===== src/rtl/pixel_coordinate_scanner.sv =====
// Raster pixel front-end: tags each accepted pixel with original and
// decimated coordinates, frame-boundary flags and a completed-frame count.
module pixel_coordinate_scanner #(
   parameter int FRAME_WIDTH       = 100,
   parameter int FRAME_HEIGHT      = 24,
   parameter int COORD_WIDTH       = 12,
   parameter int PIXEL_WIDTH       = 12,
   parameter int SCALE_LOG2        = 1,
   parameter int FRAME_COUNT_WIDTH = 8
) (
   input  logic                         clk_fpga,
   input  logic                         reset_fpga,
   input  logic                         i_enable,
   input  logic                         i_pixel_valid,
   input  logic [PIXEL_WIDTH-1:0]       i_pixel,
   output logic                         o_pixel_ready,
   output logic                         o_pixel_valid,
   input  logic                         i_out_ready,
   output logic [PIXEL_WIDTH-1:0]       o_pixel,
   output logic [COORD_WIDTH-1:0]       o_ori_x,
   output logic [COORD_WIDTH-1:0]       o_ori_y,
   output logic [COORD_WIDTH-1:0]       o_resize_x,
   output logic [COORD_WIDTH-1:0]       o_resize_y,
   output logic                         o_resize_hit,
   output logic                         o_end_of_line,
   output logic                         o_end_of_frame,
   output logic [FRAME_COUNT_WIDTH-1:0] o_frame_count,
   output logic                         o_busy
);

   typedef enum logic [1:0] {
      IDLE,
      SCAN,
      FRAME_DONE
   } state_t;

   localparam logic [COORD_WIDTH-1:0] X_LAST = COORD_WIDTH'(FRAME_WIDTH - 1);
   localparam logic [COORD_WIDTH-1:0] Y_LAST = COORD_WIDTH'(FRAME_HEIGHT - 1);
   // Mask of the coordinate bits dropped by decimation; empty when unscaled.
   localparam logic [COORD_WIDTH-1:0] MASK =
      COORD_WIDTH'((1 << SCALE_LOG2) - 1);

   state_t                 state;
   logic [COORD_WIDTH-1:0] x;
   logic [COORD_WIDTH-1:0] y;
   logic                   accept;
   logic                   x_last;
   logic                   y_last;
   logic                   on_grid;

   assign o_pixel_ready = (state == SCAN) && (!o_pixel_valid || i_out_ready);
   assign accept        = i_pixel_valid && o_pixel_ready;
   assign x_last        = (x == X_LAST);
   assign y_last        = (y == Y_LAST);
   assign on_grid       = ((x & MASK) == '0) && ((y & MASK) == '0);
   assign o_busy        = (state != IDLE);

   always_ff @(posedge clk_fpga) begin
      if (reset_fpga) begin
         state          <= IDLE;
         x              <= '0;
         y              <= '0;
         o_pixel_valid  <= 1'b0;
         o_pixel        <= '0;
         o_ori_x        <= '0;
         o_ori_y        <= '0;
         o_resize_x     <= '0;
         o_resize_y     <= '0;
         o_resize_hit   <= 1'b0;
         o_end_of_line  <= 1'b0;
         o_end_of_frame <= 1'b0;
         o_frame_count  <= '0;
      end else begin
         unique case (state)
            IDLE:       if (i_enable) state <= SCAN;
            SCAN:       if (accept && x_last && y_last) state <= FRAME_DONE;
            FRAME_DONE: state <= i_enable ? SCAN : IDLE;
            default:    state <= IDLE;
         endcase

         if (accept) begin
            o_pixel_valid  <= 1'b1;
            o_pixel        <= i_pixel;
            o_ori_x        <= x;
            o_ori_y        <= y;
            o_resize_x     <= x >> SCALE_LOG2;
            o_resize_y     <= y >> SCALE_LOG2;
            o_resize_hit   <= on_grid;
            o_end_of_line  <= x_last;
            o_end_of_frame <= x_last && y_last;
            if (x_last) begin
               x <= '0;
               y <= y_last ? '0 : y + 1'b1;
               if (y_last) o_frame_count <= o_frame_count + 1'b1;
            end else begin
               x <= x + 1'b1;
            end
         end else if (i_out_ready) begin
            o_pixel_valid <= 1'b0;
         end
      end
   end

endmodule


===== config.mk =====
export PLATFORM = sky130hd
export DESIGN_NAME = pixel_coordinate_scanner
export DESIGN_NICKNAME = d
export VERILOG_FILES = /design/src/rtl/pixel_coordinate_scanner.sv
export SDC_FILE = /design/constraint.sdc
export NUM_CORES = 1
export LEC_CHECK = 0
export CORE_MARGIN = 4
export CORE_UTILIZATION = 29
export DETAILED_ROUTE_END_ITERATION = 12
export GPL_TIMING_DRIVEN = 0
export HOLD_SLACK_MARGIN = 0.05
export PLACE_DENSITY = 0.52
export SETUP_SLACK_MARGIN = 0.5
export SYNTH_ARGS = -nofsm -noshare
export SYNTH_HDL_FRONTEND = slang
export SYNTH_SLANG_ARGS = --single-unit

===== constraint.sdc =====
create_clock -name clk_fpga -period 2.5 [get_ports clk_fpga]
set_clock_uncertainty 0.2 [all_clocks]
set_input_delay 0.75 -clock clk_fpga [delete_from_list [all_inputs] [get_ports clk_fpga]]
set_output_delay 0.75 -clock clk_fpga [all_outputs]
set_load 0.05 [all_outputs]

==> results.toml, run 1 <==
[clock_network]
clk_pin_slew_worst_paths_ns = 0.08
htree_levels = 3
cts.sinks = 74
cts_root_buf = "clkbuf_8"
clk_latency_ns = 0.35
cts_hold_buf = 0
cts_buffer_depth = 2
cts_tree = "done"
numCtsBuffers = 9

[die]
rows = 38
io_pins = 91
core_um2 = 10800
start_util_pct = 29.7
fp.dieW_um = 113
die_y_um = 113
dieArea_um2 = 12900

[min_path]
hold_path_class = "reg2reg"

[timing]
hold_viol_final = 0
totalNegativeSetupSlack_ns = 0
fin_crit_sh_pct = 84.7
setup_slack_ns = 0.383
slew_viol_final = 0
min_period_ns = 2.12
whs_ns = 0.255
setup_viol = 0
rsz0062_at_grt = "true"
fmax_mhz = 472

[route]
drt_iter0_markers = 86
wl_per_cell_um = 13.6
vias = 2994
antenna_left = 0
dr.pass1.iters = 5
routed_wl_um = 8850
drt-vias-per-instance = 4.61
drc = 0

[logic_synthesis]
yosysWarnings = 0
async_flop_share_pct = 0
synth_most_common_cell = "nand2_1"
synth_top_cell_area_share_pct = 45.9
ys_top_cells_by_area = "dfxtp_1 (46%), nand2_1 (10%), a21oi_1 (7.3%)"
synth_ff_type = "dfxtp_1"
netlist_instances = 392
synth_top_area_cell = "dfxtp_1"
ys_seq_elements = 74
synth_cell_types = 39
synth-edff-count = 0
synthTopCellsByCount = "nand2_1 (87), dfxtp_1 (74), a21oi_1 (47)"
seq_area_frac_synth_pct = 45.9
syn_avg_cell_area_um2 = 8.23
synthesis.area_um2 = 3220

[placed_design]
preCtsSetupSlack_ns = -0.679
place.gp.congestion = 0.818
dp_hpwl_um = 6140
io_buffers = 88
placedCellCount = 621

[grt]
grt_pass1_vias = 2886
grt_overflow_total = 0
grt_max_degree = 14
grt_first_pass_wirelength_um = 14200
antenna_found_initial = 0
grt_use_total_pct = 13.7

[critical_path]
critPathArrivalTime_ns = 1.17
cp-start-kind = "primary input"
cp_max_fo = 2
worstSetupEndpointType = "output pin"
worstPathRequired_ns = 1.55
path_class = "in2out"

[finish]
final.fill_count = 1138
area_growth_syn_to_layout_pct = 44.0
fin_cells = 649
drive_gt1_share_pct = 38.5
antenna_cells = 0
nNetsFinal = 524
fin_util_pct = 42.8

[power_and_ir_drop]
powerDensity_nw_per_um2 = 521
peakVddDrop_mv = 0.207
cellLeakagePower_nw = 1.95

[run_status]
outcome = "finished clean"

[job]
maxCapViolations = 0
area by class of cell:
cell class / count / area, µm² / share of cell area (%)
multi-input combinational: 274 / 1720 / 37.0
clock inverter: 6 / 91.3 / 1.97
clock buffer: 10 / 128 / 2.75
tap: 140 / 175 / 3.77
timing repair buffer: 100 / 708 / 15.2
buffer: 45 / 305 / 6.57
sequential: 74 / 1520 / 32.7
power by group:
part | switching [mW] | internal, mW
sequential | 0.00855 | 1.19
combinational | 0.137 | 0.0725
clock | 0.451 | 0.563
total | 0.597 | 1.82
flip-flops by register name (all words and copies together), names as in the netlist:
register and count:
o_end_of_frame 1, o_end_of_line 1, o_frame_count 8, o_ori_x 12, o_ori_y 12, o_pixel 12, o_pixel_valid 1, o_resize_hit 1
state 2, x 12, y 12
final timing paths:
check	depth (start not counted)	slack, ns	start	end
max	4	0.38	i_out_ready	o_pixel_ready
min	2	0.26	o_ori_x[0]	o_ori_x[0]
max reg2reg	6	0.46	x[7]	y[3]
min reg2reg	2	0.26	o_ori_x[0]	o_ori_x[0]
per-stage QoR:
step	power [mW]	instance area, µm²
finish	2.42	4640
CTS	2.45	4420
global route	2.52	4640
detailed placement	1.43	4330
global placement	1.43	4330
floorplan	1.35	3270
cell families (layout without fill, tap and decap cells):
kind of cell | count (synthesis) | after routing | synth area share (%)
and+or+nand+nor | 193 | 193 | 29.1
DFF | 74 | 74 | 45.9
muxes | 2 | 2 | 0.621
other | 1 | 2 | 0.116
adders and majority gates | 3 | 3 | 1.16
AOI/OAI and AO/OA | 51 | 51 | 8.19
xor gates and xnor gates | 23 | 23 | 6.25
buffers and inverters | 45 | 161 | 8.65
worst max-delay path, stage by stage:
cell and delay [ns]:
buf_6 0.10, nor2b_4 0.13, nor2_4 0.05, buf_6 0.14
placed cells by master (no fill, tap or decap), types with 4 or more instances in the layout:
cell type	count
a21oi_1	46
and2_1	5
and3_1	6
buf_2	45
buf_4	60
buf_6	8
clkbuf_2	14
clkbuf_8	9
clkdlybuf4s50_1	14
dfxtp_1	54
dfxtp_2	16
dfxtp_4	4
nand2_1	87
nand3_1	10
nand4_1	10
nor2_1	31
nor3_1	8
nor4_4	6
xnor2_1	12
xor2_1	11
metal layers:
| layer | track usage [%] | routed length [µm] |
|---|---|---|
| met1 | 18.2 | 4080 |
| met2 | 20.5 | 4010 |
| met3 | 3.93 | 554 |
| met4 | 6.17 | 214 |
| met5 | 0 | 0 |
repair_timing:
action                                  CTS  global route
resized for setup                       430            54
endpoints found under the setup margin  145            77
buffers inserted                          7             5
pin swaps                                 3            10
Power figures use the tool's default switching activity.
==> run 2, diff against run 1 <==
- PLACE_DENSITY: 0.52 -> 0.54
- clock period: 2.5 -> 1.75 ns (I/O delays scaled with it)
==> results.toml, run 2 (synthesis results as in run 1) <==
[placed_design]
dp_hpwl_um = 6540
io_buffers = 88
preCtsSetupSlack_ns = -0.970
placed_area_um2 = 4800
place.gp.congestion = 0.751
placedCellCount = 621

[power_and_ir_drop]
cellLeakagePower_nw = 2.69
powerDensity_nw_per_um2 = 528
peakVddDrop_mv = 0.403
report.power.total_mw = 3.62

[timing]
min_period_ns = 2.00
slew_viol_final = 0
fmax_mhz = 499
whs_ns = 0.277
rsz0062_at_grt = "true"
totalNegativeSetupSlack_ns = -4.14
setup_slack_ns = -0.254
fin_crit_sh_pct = 115
setup_viol = 31
hold_viol_final = 0

[finish]
regArea_um2 = 1680
fin_cells = 707
nNetsFinal = 582
final_common_cell = "buf_8"
layout_common_cells = "buf_8 (101), buf_4 (51), nand2_1 (47), dfxtp_4 (44), a21oi_2 (42)"
area_growth_syn_to_layout_pct = 112
drive_gt1_share_pct = 70.9
fin_util_pct = 63.2
multi_input_area_um2 = 2290
stdcell_area_um2 = 6850
final.fill_count = 876
antenna_cells = 0

[route]
antenna_left = 0
drt_iter0_markers = 104
drc = 0
routed_wl_um = 10500
wl_per_cell_um = 14.9
vias = 3319
drt-vias-per-instance = 4.69
dr.pass1.iters = 4

[run_status]
violations = "negative setup slack"
outcome = "finished with violations"

[die]
rows = 38
core_um2 = 10800
die_y_um = 113
fp.dieW_um = 113
start_util_pct = 29.7
io_pins = 91
dieArea_um2 = 12900

[critical_path]
critPathArrivalTime_ns = 2.08
worstSetupEndpointType = "flip-flop"
crit_family = "simple AND/OR/NAND/NOR gates"
path_buf_inv = 1
worstPathRequired_ns = 1.83
cp_max_fo = 4
reg2reg_depth = 7
crit_path_cell_trace = "ha_4 > and4b_2 > and3_4 > buf_6 > nand2_4 > or4_1 > a21oi_2"
cp-start-kind = "flip-flop"
crit_path_max_incr_delay_ns = 0.49
cp_slowest_cell = "or4_1"
path_class = "reg2reg"
path_depth = 7

[min_path]
hold_path_class = "reg2reg"
hold_path_depth = 2

[clock_network]
cts_tree = "done"
numCtsBuffers = 9
clk_latency_ns = 0.34
cts_buffer_depth = 2
cts_root_buf = "clkbuf_8"
cts_hold_buf = 0
clk_pin_slew_worst_paths_ns = 0.08
cts.sinks = 74
htree_levels = 3

[grt]
grt_max_degree = 13
antenna_found_initial = 0
grt_first_pass_wirelength_um = 16400
grt_use_total_pct = 15.7
grt_pass1_vias = 3271
grt_overflow_total = 0

[job]
maxCapViolations = 0
run 2: area by class of cell:
type	instances	share of cell area, %
well taps	140	2.56
flip-flops and latches	74	24.5
multi-input cells	274	33.5
plain buffers	45	8.71
repair buffers	158	27.7
clock inverters	5	1.15
clock buffers	11	1.92
run 2: worst paths after layout:
check	startpoint	end	slack, ns
max	x[0]	y[3]	-0.25
min	o_end_of_frame	o_end_of_frame	0.28
max reg2reg	x[0]	y[3]	-0.25
min reg2reg	o_end_of_frame	o_end_of_frame	0.28
run 2: repair_timing:
action	in CTS	in global routing
resized for setup	684	142
pin swaps	81	32
setup endpoints to repair	146	146
cloned	5	1
setup buffers	28	36
run 2: where the power goes:
part           leakage (nW)  switching [mW]  internal [mW]
Clock                 0.107           0.631          0.802
Sequential            0.644          0.0211           1.64
Combinational          1.94           0.276          0.247
Total                  2.69           0.928           2.69
run 2: layer usage:
metal | global-route usage, % | wire length [µm] | vias to the layer above
li1 | - | - | 1643
met1 | 20.1 | 4430 | 1563
met2 | 26.0 | 5290 | 93
met3 | 3.93 | 573 | 20
met4 | 5.05 | 214 | 0
met5 | 0 | 0 | -
run 2: worst min-delay path: cells and delay by family (launching register included):
family,cells,cell delay [ns]
DFF,1,0.34
and+or+nand+nor,1,0.06
AOI/OAI and AO/OA,1,0.04
